## src/rtl/cpu_pkg.sv

```systemverilog
// Shared CPU definitions: instruction field layout, NOP encoding, halt opcode
// and the fetch halt-FSM state type, used by fetch, decode and execute.
package cpu_pkg;
  localparam int unsigned ADDR_W_DEFAULT = 16;
  localparam logic [15:0] NOP_INSTR      = 16'h0000;
  localparam logic [3:0]  HALT_OPC       = 4'hF;

  localparam int unsigned OPC_MSB  = 15;
  localparam int unsigned OPC_LSB  = 12;
  localparam int unsigned IMMF_BIT = 11;
  localparam int unsigned RD_MSB   = 10;
  localparam int unsigned RD_LSB   = 8;
  localparam int unsigned RS1_MSB  = 7;
  localparam int unsigned RS1_LSB  = 5;
  localparam int unsigned RS2_MSB  = 4;
  localparam int unsigned RS2_LSB  = 2;
  localparam int unsigned IMM_MSB  = 4;
  localparam int unsigned IMM_LSB  = 0;

  typedef enum logic {
    FETCH_RUN,
    FETCH_HALT
  } fetch_state_e;

  function automatic logic [3:0] opcode_of(input logic [15:0] instr);
    return instr[OPC_MSB:OPC_LSB];
  endfunction
endpackage

```

## src/rtl/fetch_queue.sv

```systemverilog
// Synchronous FIFO of fetched {instruction, word address} pairs with flush.
// Head entry is presented combinationally; flush empties it in one cycle.
module fetch_queue
  import cpu_pkg::*;
#(
  parameter int unsigned ADDR_W = ADDR_W_DEFAULT,
  parameter int unsigned QDEPTH = 4,
  localparam int unsigned PTR_W = $clog2(QDEPTH),
  localparam int unsigned CNT_W = PTR_W + 1
) (
  input  logic              clk,
  input  logic              reset,
  input  logic              push,
  input  logic              pop,
  input  logic              flush,
  input  logic [15:0]       push_instr,
  input  logic [ADDR_W-1:0] push_addr,
  output logic [15:0]       head_instr,
  output logic [ADDR_W-1:0] head_addr,
  output logic [CNT_W-1:0]  count,
  output logic              empty,
  output logic              full
);
  logic [15:0]       instr_mem [QDEPTH];
  logic [ADDR_W-1:0] addr_mem  [QDEPTH];
  logic [PTR_W-1:0]  wr_ptr;
  logic [PTR_W-1:0]  rd_ptr;
  logic              do_pop;

  assign do_pop     = pop && !empty;
  assign empty      = (count == '0);
  assign full       = (count == CNT_W'(QDEPTH));
  assign head_instr = instr_mem[rd_ptr];
  assign head_addr  = addr_mem[rd_ptr];

  always_ff @(posedge clk) begin
    if (reset || flush) begin
      wr_ptr <= '0;
      rd_ptr <= '0;
      count  <= '0;
    end else begin
      if (push) begin
        instr_mem[wr_ptr] <= push_instr;
        addr_mem[wr_ptr]  <= push_addr;
        wr_ptr            <= wr_ptr + 1'b1;
      end
      if (do_pop) rd_ptr <= rd_ptr + 1'b1;
      case ({push, do_pop})
        2'b10:   count <= count + 1'b1;
        2'b01:   count <= count - 1'b1;
        default: count <= count;
      endcase
    end
  end

  // The fetch credit scheme must never let a response land on a full queue.
  always_ff @(posedge clk) begin
    if (!reset && !flush && push) assert (!full);
  end
endmodule

```

## src/rtl/fetch_unit.sv

```systemverilog
// Instruction fetch stage: PC, credit-limited issue to a 1-cycle imem,
// response queue toward decode, branch redirect/flush and halt FSM.
module fetch_unit
  import cpu_pkg::*;
#(
  parameter int unsigned       ADDR_W      = ADDR_W_DEFAULT,
  parameter int unsigned       QDEPTH      = 4,
  parameter logic [ADDR_W-1:0] RESET_PC    = '0,
  parameter logic [3:0]        HALT_OPCODE = HALT_OPC
) (
  input  logic              clk,
  input  logic              reset,
  input  logic              stall,
  input  logic              is_branch_taken,
  input  logic [15:0]       branch_target,
  output logic              imem_req,
  output logic [ADDR_W-1:0] imem_addr,
  input  logic [15:0]       imem_rdata,
  output logic [15:0]       instr,
  output logic              instr_valid,
  output logic [ADDR_W-1:0] pc_out,
  output logic              halted
);
  localparam int unsigned CNT_W = $clog2(QDEPTH) + 1;

  fetch_state_e      state;
  logic [ADDR_W-1:0] pc;
  logic [ADDR_W-1:0] req_addr;
  logic              inflight;
  logic              squash;
  logic [CNT_W-1:0]  q_count;
  logic              q_empty;
  logic              q_full;
  logic [15:0]       head_instr;
  logic [ADDR_W-1:0] head_addr;
  logic              ret_valid;
  logic              push_halt;
  logic              pop;

  assign ret_valid = inflight && !squash;
  assign push_halt = ret_valid && (opcode_of(imem_rdata) == HALT_OPCODE);

  // Outstanding requests count against queue space so every response has a slot.
  assign imem_req = !reset && (state == FETCH_RUN) && !is_branch_taken &&
                    ((q_count + CNT_W'(inflight)) < CNT_W'(QDEPTH));
  assign imem_addr = pc;

  assign instr_valid = !q_empty && !is_branch_taken;
  assign instr       = instr_valid ? head_instr : NOP_INSTR;
  assign pc_out      = instr_valid ? head_addr : '0;
  assign pop         = instr_valid && !stall;
  assign halted      = (state == FETCH_HALT);

  always_ff @(posedge clk) begin
    if (reset) begin
      state    <= FETCH_RUN;
      pc       <= RESET_PC;
      req_addr <= '0;
      inflight <= 1'b0;
      squash   <= 1'b0;
    end else if (is_branch_taken) begin
      state    <= FETCH_RUN;
      pc       <= branch_target[ADDR_W-1:0];
      inflight <= 1'b0;
      squash   <= inflight;
    end else begin
      inflight <= imem_req;
      if (imem_req) begin
        pc       <= pc + 1'b1;
        req_addr <= pc;
      end
      // A request issued alongside the halt word's return fetches past the
      // halt; its response is discarded so only words up to the halt drain.
      squash <= push_halt && imem_req;
      if (push_halt) state <= FETCH_HALT;
    end
  end

  fetch_queue #(
    .ADDR_W(ADDR_W),
    .QDEPTH(QDEPTH)
  ) u_queue (
    .clk       (clk),
    .reset     (reset),
    .push      (ret_valid),
    .pop       (pop),
    .flush     (is_branch_taken),
    .push_instr(imem_rdata),
    .push_addr (req_addr),
    .head_instr(head_instr),
    .head_addr (head_addr),
    .count     (q_count),
    .empty     (q_empty),
    .full      (q_full)
  );

  logic unused_full;
  assign unused_full = q_full;
endmodule

```

## config.mk

```make
export PLATFORM = sky130hd
export DESIGN_NAME = fetch_unit
export DESIGN_NICKNAME = d
export VERILOG_FILES = /design/src/rtl/cpu_pkg.sv /design/src/rtl/fetch_queue.sv /design/src/rtl/fetch_unit.sv
export SDC_FILE = /design/constraint.sdc
export NUM_CORES = 1
export LEC_CHECK = 0
export BUFFER_PORTS_ARGS = -buffer_cell sky130_fd_sc_hd__buf_4
export CELL_PAD_IN_SITES_DETAIL_PLACEMENT = 1
export CELL_PAD_IN_SITES_GLOBAL_PLACEMENT = 1
export CORE_ASPECT_RATIO = 1.1
export CORE_MARGIN = 10
export CORE_UTILIZATION = 45
export DETAILED_ROUTE_END_ITERATION = 16
export GPL_TIMING_DRIVEN = 1
export PLACE_DENSITY = 0.75
export SKIP_LAST_GASP = 1
export SLEW_MARGIN = 20
export SYNTH_ARGS = -nofsm -noshare
export SYNTH_HDL_FRONTEND = slang
export SYNTH_SLANG_ARGS = --single-unit
```

## constraint.sdc

```tcl
create_clock -name clk -period 3.5 [get_ports clk]
set_clock_uncertainty 0.05 [all_clocks]
set_input_delay 0.175 -clock clk [delete_from_list [all_inputs] [get_ports clk]]
set_output_delay 0.175 -clock clk [all_outputs]
set_load 0.005 [all_outputs]
```

# Word-level counts from Yosys, hierarchy flattened
# Memories as Yosys holds them, arrays and structs flattened. A register that Yosys moved wholly into a read port is not among the register bits.
# Cells that the tools add are included.
# W data, S select, Z words.
totals:
  mem_bits_rw: 128
  n_memories: 2
  reg_bits: 42
  input_bits: 36
  wordCells: 55
op_classes:
  n_eq_ne: 3
  n_bitwise: 2
  add_sub_neg: 6
  muxes: 13
  magnitude_cmp: 1
  reduce_logical: 20
memory_table:
  columns: ["memory", "words", "word_bits", "read_ports", "rd_ports_with_merged_regs", "wr", "line", "text"]
  rows:
  - ["u_queue.addr_mem", 4, 16, 1, 1, 1, "fetch_queue.sv:25", "logic [ADDR_W-1:0] addr_mem [QDEPTH];"]
  - ["u_queue.instr_mem", 4, 16, 1, 1, 1, "fetch_queue.sv:24", "logic [15:0] instr_mem [QDEPTH];"]
ops:
  columns: ["operator", "count"]
  rows:
  - ["$mux W16", 4]
  - ["$add A16 B1 Y16 const B", 1]
  - ["$logic_and A1 B1 Y1", 9]
  - ["$mux W2", 4]
  - ["$pmux W3 S2", 1]
  - ["$logic_not A1 Y1", 5]
  - ["$add A2 B1 Y2 const B", 2]
  - ["$eq A4 B4 Y1 const B", 1]
  - ["$mux W1", 4]
  - ["$reduce_bool A2 Y1", 2]
  - ["$add A3 B1 Y3", 1]
  - ["$add A3 B1 Y3 const B", 1]
  - ["$logic_not A3 Y1", 1]
  - ["$lt A3 B3 Y1 const B", 1]
  - ["$sub A3 B1 Y3 const B", 1]
  - ["$eq A2 B1 Y1 const B", 1]
  - ["$eq A2 B2 Y1 const B", 1]
  - ["$not A1 Y1", 2]
  - ["$reduce_and A2 Y1", 1]
  - ["$reduce_or A2 Y1", 1]
  - ["$logic_or A1 B1 Y1", 1]

# Logic depth before layout (Yosys ltp)
logic_depth:
  depth_word: 7
  mapped_depth: 9
  depth_no_buf: 8

# Modules after synthesis
# A second synthesis with hierarchy kept.
unflattened:
  cells_unflattened: 442
  area_unflattened_um2: 6960.4
by_module_without_submodules:
  columns: ["mod", "cells_each", "area_each_um2", "seq_area_each_um2", "n_inst"]
  rows:
  - ["fetch_queue", 219, 5071.1, 4023.9, 1]
  - ["fetch_unit", 223, 1889.3, 700.7, 1]

# Worst setup path before layout
# OpenSTA, ideal clock, no wires.
synth_timing:
  kind: "flip-flop to flip-flop"
  start: "register u_queue.count[0]"
  end: "register u_queue.count[2]"
  stages_incl_launch_ff: 9
  setup_slack_ns: 1.475
  required_ns: 3.380
  arrival_ns: 1.905
  n_path_buf: 0
  period_less_slack_ns: 2.025
  path_cell_list: "dfxtp_1 nor3_1 nor3_1 ha_1 inv_1 fa_1 xor2_1 or3_1 a21oi_1"
synth_via:
  elab_chain_len: 7
synth_rtl:
  columns: ["element", "line", "text"]
  rows:
  - ["from (decl)", "fetch_queue.sv:20", "output logic [CNT_W-1:0] count,"]
  - ["from (signal assigned)", "fetch_queue.sv:49", "2'b10: count <= count + 1'b1;"]
  - ["from (signal assigned)", "fetch_queue.sv:50", "2'b01: count <= count - 1'b1;"]
  - ["from (signal assigned)", "fetch_queue.sv:51", "default: count <= count;"]
  - ["$logic_not A3 Y1 (*)", "fetch_queue.sv:31", "assign empty = (count == '0);"]
  - ["$logic_not A1 Y1 (*)", "fetch_queue.sv:30, fetch_unit.sv:48", null]
  - ["$logic_and A1 B1 Y1", "fetch_unit.sv:48", "assign instr_valid = !q_empty && !is_branch_taken;"]
  - ["$logic_and A1 B1 Y1", "fetch_unit.sv:51", "assign pop = instr_valid && !stall;"]
  - ["$logic_and A1 B1 Y1 (*)", "fetch_queue.sv:30", "assign do_pop = pop && !empty;"]
  - ["via u_queue.do_pop", "fetch_queue.sv:28", "logic do_pop;"]
  - ["$eq A2 B1 Y1 or $eq A2 B2 Y1 (tied branches)", "fetch_queue.sv:48", "case ({push, do_pop})"]
  - ["$pmux W3 S2 or $reduce_bool A2 Y1 (tied branches)", null, null]
# The timed path passes the listed nets; every way through them passes the cells marked *.
# A chain may end at the register's enable or synchronous reset.

==> impl_summary.log <==
[metrics] final routed DRC violation total: 0
[metrics] Reg2Reg Setup Slack: 1.23 ns
[metrics] r2r worst-path depth: 8
[metrics] final setup violating endpoints: 0
[metrics] Hold Path Origin: branch_target[4]
[metrics] first-pass GRT wire length: 24700 um
[metrics] count of input and output buffers: 86
[metrics] ratio of cells with drive above 1 in the final layout: ~28%
[metrics] dominant cell by count in the synthesized netlist: sky130_fd_sc_hd__edfxtp_1
[metrics] CTS root buf: sky130_fd_sc_hd__clkbuf_16
[metrics] vias in the first global route: 4706
[metrics] largest area contributor in the netlist: sky130_fd_sc_hd__edfxtp_1
[metrics] clock buffers created by TritonCTS: 17
[metrics] Setup crit end kind: output port
[metrics] crit path DAT: ~2.3 ns
[metrics] library cells used by synthesis: 43
[metrics] critical path fanouts, max: 17
[metrics] routed wire length per instance: approximately 20 um
[metrics] final estimated routing congestion in global placement: just under 0.8
[metrics] required time of the critical path: 3.27 ns
[metrics] Max-Cap Viols: 0
[metrics] number of pins with negative max-slew slack in the final report: 0
[metrics] Die Y-Extent: 150 um
[metrics] final-stage net count: 611
[metrics] Initial Util: 45.7%
[metrics] residual antenna-violating net count after detailed routing: 0
[metrics] total number of yosys warnings: 0
[metrics] Async SR Flop Fraction: 0%
[metrics] pin count of the biggest net entering global routing: 37
[metrics] footprint of the multi-input gates: 0.00199 sq mm
[metrics] power density cells: a little under 500 mW/mm^2
[metrics] maximum level of the CTS H-tree: 4
[metrics] clock slew seen by the registers of the worst setup and hold paths: around 0.070 ns
[metrics] critical path class: flip-flop to output port
[metrics] half-perimeter wire length after detailed placement: 9950 um
[metrics] I/O pin count: 87
[metrics] number of filler cells placed in the layout: 1462
[metrics] portion of the post-synthesis area used by sequential elements: 68.7%
[metrics] core outline area: 0.0151 sq mm
[metrics] clk_lat worst skew: 0.42 ns
[metrics] number of cells in the design after placement: just over 700
[metrics] Core Rows: 47
[metrics] layout-stage area growth over the synthesis result: 24.7%
[metrics] worst hold path depth: 3
[metrics] worst vdd ir: 0.000344 V
[metrics] WHS Endpoint: imem_addr[4]
[metrics] net count after synthesis: ~500
[metrics] Worst Setup Start Kind: flip-flop
[metrics] leakage power summed over all cells: around 3.0 nW
[metrics] post-detailed-routing wire length: 15100 um
[metrics] Storage cell area: between 0.004 and 0.005 sq mm
[metrics] Longest Clk Path Bufs: 2
[metrics] post-synthesis cell count: 452
[metrics] global routing usage summed across all routing layers: 15.3%
[metrics] post-route setup TNS: 0 ns
[metrics] Slew headroom: 57.6%
[metrics] count of flip-flops with a built-in enable after synthesis: approximately 130
[metrics] outcome: finished, final reports clean
[metrics] most instantiated cells after synthesis: 128 x sky130_fd_sc_hd__edfxtp_1, 50 x sky130_fd_sc_hd__nand2_1, 44 x sky130_fd_sc_hd__dfxtp_1
[metrics] Worst-Margin Slew: 0.635 ns
[metrics] number of clock sinks: 172
[metrics] fin cells: 777
[metrics] origin of the critical flop-to-flop path: u_queue.count[0]
[metrics] flip-flop and latch count after synthesis: 172
[metrics] post-route clock period utilization: a little under three quarters
[metrics] number of antenna cells inserted: 0
[metrics] ranking of synthesized cells by area: sky130_fd_sc_hd__edfxtp_1 56%, sky130_fd_sc_hd__dfxtp_1 13%, sky130_fd_sc_hd__mux4_2 10%
[metrics] upper clock frequency limit: 400 MHz
[metrics] number of antenna violations at the first check in global routing: 0
[metrics] mapped cell area: 0.00688 sq mm
[metrics] initial DRC count: 191
[metrics] final number of hold-violating endpoints: 0
[metrics] Post-Syn Area per Cell: between 15 and 20 sq um
[metrics] Post-CTS Repair Setup Buffers: 0
[metrics] type of the worst min-delay path: primary input to flip-flop
[metrics] Worst R2R End: u_queue.count[2]
[metrics] sum of overflow across all layers after global routing: 0
[metrics] clock tree from TritonCTS: yes
[metrics] number of optimization iterations in the first detailed-route pass: 4
[metrics] primary flip-flop cell chosen by synthesis mapping: sky130_fd_sc_hd__edfxtp_1
[metrics] Via-to-Cell Ratio: approximately 5.4
[metrics] setup repair after global routing missed its margin: no
[metrics] die boundary width: 138 um
[metrics] vias post-DR: 4196
[metrics] die area: 0.0206 sq mm
[metrics] time the worst path needs with I/O delays and setup: 2.50 ns
[metrics] portion of synthesized cell area occupied by the leading cell type: 55.9%
[flip-flops by register name, summed over array words and instances (netlist names), 2 cells and up, named ones only]
register,count
u_queue.instr_mem,64
req_addr,16
u_queue.wr_ptr,2
u_queue.rd_ptr,2
u_queue.addr_mem,64
imem_addr,16
u_queue.count,3
[worst max-delay path by stage]
stage | from | to | depth (start not counted)
final | flip-flop | pc_out[1] | 4
after global routing | flip-flop | pc_out[1] | 4
after CTS | flip-flop | pc_out[1] | 4
after detailed placement | u_queue.count[0] | u_queue.count[2] | 8
after global placement | reset | imem_req | 5
after floorplan | u_queue.count[0] | u_queue.count[2] | 8
[per-layer routing]
metal | wire (um) | up-vias | share of wire [%] | track usage, %
met5 | 0 | - | 0 | 0
met4 | 132 | 0 | 0.87 | 4.49
met3 | 835 | 13 | 5.5 | 4.19
met2 | 7750 | 98 | 51 | 25.4
met1 | 6420 | 2119 | 42 | 19.2
li1 | - | 1966 | - | -
[area by class of cell]
| cell class | count | share of cell area, % |
|---|---|---|
| Inverter | 11 | 0.481 |
| Clock inverter | 12 | 1.11 |
| Clock buffer | 20 | 5.59 |
| Timing Repair Buffer | 122 | 11.7 |
| Tap cell | 196 | 2.86 |
| Sequential cell | 172 | 55.1 |
| Multi-Input combinational cell | 244 | 23.2 |
[logic make-up after synthesis]
logic type / Yosys count / synth area share (%)
flip-flops: 172 / 68.7
AND/OR/NAND/NOR: 139 / 10.5
AO/OA/AOI/OAI: 58 / 5.51
buffers and inverters: 36 / 2.44
multiplexers: 33 / 10.6
XOR/XNOR: 7 / 0.891
adder cells (fa/ha/maj): 7 / 1.38
[stage by stage]
| stage | util (%) | hold slack (ns) | worst slack [ns] | area [sq um] | power (W) |
|---|---|---|---|---|---|
| finish | 57.0 | 0.0174 | 1.00 | 8580 | 0.00422 |
| global route | 57.0 | 0.0181 | 0.813 | 8580 | 0.00438 |
| CTS | 57.0 | 0.00754 | 0.903 | 8580 | 0.00426 |
| detailed placement | 51.2 | 0.333 | 1.24 | 7710 | 0.00245 |
| global placement | 51.2 | 0.326 | 1.33 | 7710 | 0.00244 |
| floorplan | - | 0.224 | 1.47 | 6880 | 0.00236 |
[cell usage in the layout, fill, tap and decap left out, types with 2 or more instances in the layout]
cell type	Yosys	layout
sky130_fd_sc_hd__o21ai_0	3	3
sky130_fd_sc_hd__and3_1	6	6
sky130_fd_sc_hd__a211oi_1	6	6
sky130_fd_sc_hd__o31ai_1	2	2
sky130_fd_sc_hd__xnor2_1	4	4
sky130_fd_sc_hd__nand3_1	6	6
sky130_fd_sc_hd__or4_1	8	8
sky130_fd_sc_hd__inv_6	0	6
sky130_fd_sc_hd__nor3_1	2	2
sky130_fd_sc_hd__or3_1	4	4
sky130_fd_sc_hd__nand2_1	50	50
sky130_fd_sc_hd__buf_4	1	92
sky130_fd_sc_hd__clkinv_4	0	2
sky130_fd_sc_hd__nor2b_1	2	2
sky130_fd_sc_hd__and2_1	32	32
sky130_fd_sc_hd__inv_4	0	2
sky130_fd_sc_hd__dlygate4sd3_1	0	29
sky130_fd_sc_hd__mux4_2	32	32
sky130_fd_sc_hd__ha_1	6	6
sky130_fd_sc_hd__inv_1	9	9
sky130_fd_sc_hd__a22oi_1	2	2
sky130_fd_sc_hd__and4_1	2	2
sky130_fd_sc_hd__nor2_1	17	16
sky130_fd_sc_hd__o211ai_1	4	4
sky130_fd_sc_hd__a21oi_1	22	22
sky130_fd_sc_hd__nand4_1	5	5
sky130_fd_sc_hd__xor2_1	3	3
sky130_fd_sc_hd__dfxtp_1	44	43
sky130_fd_sc_hd__o311ai_0	5	5
sky130_fd_sc_hd__clkinv_1	2	2
sky130_fd_sc_hd__edfxtp_1	128	128
sky130_fd_sc_hd__clkbuf_16	0	19
sky130_fd_sc_hd__a31oi_1	10	10
[timing repair]
action,in CTS,in global routing
endpoints found under the hold margin,77,0
gates resized for setup,0,0
hold buffers,29,0
[worst max-delay path: stages (launching register included)]
cell,delay (ns)
sky130_fd_sc_hd__dfxtp_2,0.73
sky130_fd_sc_hd__buf_12,0.27
sky130_fd_sc_hd__mux4_2,0.51
sky130_fd_sc_hd__and2_1,0.20
sky130_fd_sc_hd__buf_4,0.14
[where the power goes]
part	switching (W)	total [W]	internal [W]
combinational	0.0000888	0.000190	0.000101
clock	0.000778	0.00179	0.00101
sequential	0.0000358	0.00224	0.00221
total	0.000903	0.00422	0.00332
No activity file was read; power rests on OpenSTA's default activity.
